===== src/rtl/multiplicador_sequencial.sv =====
// multiplicador_sequencial: unsigned shift-add multiplier, one partial product per clock.
module multiplicador_sequencial #(
  parameter int LARGURA = 8
) (
  input  logic               CLK,
  input  logic               RST,
  input  logic               START,
  input  logic [LARGURA-1:0] A,
  input  logic [LARGURA-1:0] B,
  output logic [LARGURA-1:0] Y,
  output logic [LARGURA-1:0] Y_HI,
  output logic               OVF,
  output logic               BUSY,
  output logic               DONE
);
  localparam int CW = $clog2(LARGURA) + 1;
  localparam logic [CW-1:0] LAST = CW'(LARGURA - 1);
  typedef enum logic [1:0] {IDLE, CALC, FIM} state_t;
  state_t r_state, w_next;
  logic [LARGURA-1:0]   r_a, r_b, r_y, r_y_hi;
  logic [2*LARGURA-1:0] r_acc, w_acc_next;
  logic [CW-1:0]        r_cnt;
  logic                 r_ovf, w_last, w_unused_lsb;
  logic [LARGURA:0]     w_sum;
  // Carry-out of the upper-half add becomes the new MSB after the right shift.
  assign w_sum        = {1'b0, r_acc[2*LARGURA-1:LARGURA]} + {1'b0, (r_b[0] ? r_a : '0)};
  assign w_acc_next   = {w_sum, r_acc[LARGURA-1:1]};
  assign w_unused_lsb = r_acc[0];
  assign w_last       = (r_cnt == LAST);
  assign Y            = r_y;
  assign Y_HI         = r_y_hi;
  assign OVF          = r_ovf;
  always_comb begin
    w_next = IDLE;
    BUSY   = 1'b0;
    DONE   = 1'b0;
    w_next = (r_state == IDLE) ? (START ? CALC : IDLE) :
             (r_state == CALC) ? (w_last ? FIM : CALC) : IDLE;
    BUSY   = (r_state == CALC);
    DONE   = (r_state == FIM);
  end
  always_ff @(posedge CLK or posedge RST) begin
    if (RST) r_state <= IDLE;
    else     r_state <= w_next;
  end
  always_ff @(posedge CLK or posedge RST) begin
    if (RST) begin
      r_a    <= '0;
      r_b    <= '0;
      r_acc  <= '0;
      r_cnt  <= '0;
      r_y    <= '0;
      r_y_hi <= '0;
      r_ovf  <= 1'b0;
    end else if (r_state == IDLE && START) begin
      r_a   <= A;
      r_b   <= B;
      r_acc <= '0;
      r_cnt <= '0;
    end else if (r_state == CALC) begin
      r_acc <= w_acc_next;
      r_b   <= r_b >> 1;
      r_cnt <= r_cnt + 1'b1;
      if (w_last) begin
        r_y    <= w_acc_next[LARGURA-1:0];
        r_y_hi <= w_acc_next[2*LARGURA-1:LARGURA];
        r_ovf  <= |w_acc_next[2*LARGURA-1:LARGURA];
      end
    end
  end
endmodule


===== config.mk =====
export PLATFORM = sky130hd
export DESIGN_NAME = multiplicador_sequencial
export DESIGN_NICKNAME = d
export VERILOG_FILES = /design/src/rtl/multiplicador_sequencial.sv
export SDC_FILE = /design/constraint.sdc
export NUM_CORES = 1
export LEC_CHECK = 0
export ABC_AREA = 1
export BUFFER_PORTS_ARGS = -buffer_cell sky130_fd_sc_hd__buf_4
export CAP_MARGIN = 5
export CELL_PAD_IN_SITES_DETAIL_PLACEMENT = 0
export CELL_PAD_IN_SITES_GLOBAL_PLACEMENT = 2
export CORE_ASPECT_RATIO = 1.1
export CORE_MARGIN = 2
export CORE_UTILIZATION = 23
export CTS_CLUSTER_SIZE = 25
export DETAILED_ROUTE_END_ITERATION = 6
export PLACE_DENSITY = 0.63
export SYNTH_ARGS = -nofsm -noshare
export SYNTH_HDL_FRONTEND = slang
export SYNTH_SLANG_ARGS = --single-unit

===== constraint.sdc =====
create_clock -name CLK -period 2.9 [get_ports CLK]
set_clock_uncertainty 0.1 [all_clocks]
set_input_delay 0.29 -clock CLK [delete_from_list [all_inputs] [get_ports CLK]]
set_output_delay 0.29 -clock CLK [all_outputs]
set_load 0.02 [all_outputs]

==> results.md <==
- Status: completed
- Peak VDD IR: 0.000432 V
- Multiplexer area fraction after synthesis: 0%
- P per Cell Area: 1110 nW/um^2
- Top routing layer in use: met4
- Placeable Area: 11000 sq um
- Cells after synthesis: 303
- Finish-stage setup viols: 0
- Drt pass-1 iters: 4
- Largest net degree at the start of global routing: 32
- Root Driver: clkbuf_16
- Register bit total from synthesis: 54
- Max Freq: 461 MHz
- Nets@finish: 370
- CTS sink count: 54
- Worst EP required: 2990 ps
- Initial antenna violation count: 0
- XOR/XNOR Fraction of Synth Area: 0.338%
- Avg Cell Area, Syn: 8.54 sq um
- Remaining Overflow, GRT: 0
- Share of layout cells above drive strength 1: 18.1%
- Die X-Extent: 105 um
- HPWL Detailed: 4.51 mm
- Initial Utilization: 23.6%
- Resize count post-CTS: 0
- RSZ-0062 raised after global routing: false
- Yosys warnings: 0
- DR iter-0 viols: 96
- Gr usage total: 10.5%
- Top post-synthesis cells by area: dfrtp_1 52%, nand2_1 13%, inv_1 6.5%, ha_1 4.4%, o21ai_0 3.9%
- Fin crit period: 2170 ps
- Number of diodes: 0
- Final Slew Violations: 0
- Simple-gate share of the synthesized area: 20.9%
- Vias in the first global route: 1995
- Yosys top cell area share: 52.2%
- Leakage: 1.65 nW
- CTS max path bufs: 2
- Met2 wire length: 3.08 mm
- Via count: 2031
- Post-synth design cell area: 2590 sq um
- Worst skew pair latency: 290 ps
- Die Area: 12100 sq um
- Final cycle utilization of the critical path: 74.8%
- Register area share after synthesis: 52.2%
- Max cap viols: 0
- First-pass GRT wire length: 10.1 mm
- Post-DR vias/cell: 4.15
- Largest family of logic cells by synthesized area: simple AND/OR/NAND/NOR gates
- Worst-Margin Slew: 582 ps
- Crit-path max FO: 9
- Adder-Cell Fraction of Synth Area: 5.13%
- I/O Buffers: 37
- Synth Area in Compound Gates: 11.4%
- Crit path capture type: flop
- Reg clk slew, reported paths: 70 ps
- H-tree lvl count: 2
- Chip height: 115 um
- Slew HR: 61.1%
- Min-delay worst type: primary input to flop
- Arr. time, crit path: 2260 ps
- Metal3 WL: 110 um
- Postcts setup bufs: 0
- CTS Hold Buffers Added: 1
- CTS tree: done
- Power consumption: 3.50 mW
- Hold_ws: 95.4 ps
- Yosys top cell by area: dfrtp_1
- Setup TNS: 0 ps
- CTS Buf Count: 5
- Area grow syn2layout: 22.2%
- Average wire per standard cell: 12.6 um
- Syn Nets: 332
- Final hold vios: 0
- Post-synthesis cell type count: 29
- Io pins: 38
- Antenna Nets Post-Route: 0
- Routed length on met1: 2.90 mm
- Worst setup path category: flop to flop
- # DRC: 0
- GP Congestion: 0.769
- Cell Rows: 40
- Type of origin of the critical path: flop
- Routed WL: 6.16 mm
==> registers in the layout (all words and copies together) (netlist names) <==
signal / cells
Y_HI: 8
r_state: 2
r_cnt: 4
r_acc: 15
Y: 8
OVF: 1
r_b: 8
r_a: 8
==> report_power, final <==
group / switching (mW) / total, mW / leakage, nW / internal, mW
Clock: 0.283 / 0.608 / 0.0704 / 0.325
Combinational: 1.02 / 1.62 / 0.899 / 0.591
Sequential: 0.191 / 1.27 / 0.682 / 1.08
==> per-layer routing <==
metal,GRT usage [%],up-vias
met5,0,-
met4,2.67,0
met2,18.0,22
li1,-,1047
met1,13.9,958
met3,1.70,4
==> worst paths after layout <==
check,startpoint,end,slack (ps),cells past startpoint
setup / recovery,r_b[0],OVF,730,14
hold / removal,A[1],r_a[1],100,3
setup reg to reg,r_b[0],OVF,730,14
hold reg to reg,Y[1],Y[1],390,2
max in group asynchronous,RST,r_cnt[2],1480,4
min in group asynchronous,RST,Y[6],540,3
==> logic make-up after synthesis <==
| kind of cell | after synthesis |
|---|---|
| and+or+nand+nor | 129 |
| adders and majority gates | 10 |
| AOI/OAI and AO/OA | 50 |
| buffers and inverters | 59 |
| DFF | 54 |
| xor gates and xnor gates | 1 |
==> synthesized netlist by cell type <==
| master | number |
|---|---|
| dfrtp_1 | 54 |
| inv_2 | 2 |
| ha_1 | 9 |
| a21oi_1 | 6 |
| nand3_2 | 1 |
| o21ai_0 | 20 |
| o211ai_1 | 4 |
| nand2_4 | 2 |
| inv_1 | 45 |
| buf_4 | 1 |
| nand2_2 | 3 |
| nand3_1 | 15 |
| o221ai_1 | 3 |
| a22oi_1 | 1 |
| or2_2 | 1 |
| nor2_1 | 11 |
| nor2_2 | 2 |
| a22o_1 | 2 |
| inv_4 | 2 |
| xor2_1 | 1 |
| fa_1 | 1 |
| o21ai_1 | 6 |
| a32o_1 | 1 |
| o22ai_1 | 7 |
| nand4_1 | 1 |
| nand2_1 | 93 |
| clkbuf_1 | 2 |
| buf_6 | 3 |
| buf_2 | 4 |
==> layout by cell type, fill, tap and decap left out, types with 2 or more instances in the layout <==
cell type,instances
o211ai_1,4
o221ai_1,3
nand2_1,93
ha_1,9
inv_4,2
a22o_1,2
dfrtp_1,54
inv_2,3
nor2_2,2
o21ai_1,6
nand2_4,2
buf_4,40
inv_1,44
a21oi_1,6
nand2_2,3
nor2_1,11
o21ai_0,20
clkbuf_16,5
nand3_1,15
o22ai_1,7
==> area by class of cell <==
type / count / area, sq um
multi-input combinational: 190 / 978
clock buffer: 5 / 125
inverter: 49 / 189
tap: 147 / 184
sequential: 54 / 1350
fill: 1189 / 7800
clock inverter: 3 / 25.0
timing repair buffer: 41 / 310
==> critical path, cell delays in order, from the launching register on <==
cell	delay, ps
dfrtp_1	470
nand2_1	100
inv_1	40
ha_1	200
fa_1	420
nand2_1	90
nand2_1	90
nand3_1	110
nand2_1	60
nand2_1	60
nand2_1	60
nor2_1	100
nand3_1	70
nand2_1	60
inv_1	30
==> stage by stage <==
step | utilization [%] | setup WS [ps] | cell area [sq um] | cells
global placement | 27.4 | 779 | 3000 | 480
finish | 28.9 | 730 | 3160 | 489
floorplan | - | 839 | 2590 | 303
CTS | 28.9 | 718 | 3160 | 489
detailed placement | 27.4 | 736 | 3000 | 480
global route | 28.9 | 553 | 3160 | 489
Note: power is estimated with default switching activity, not from simulation.
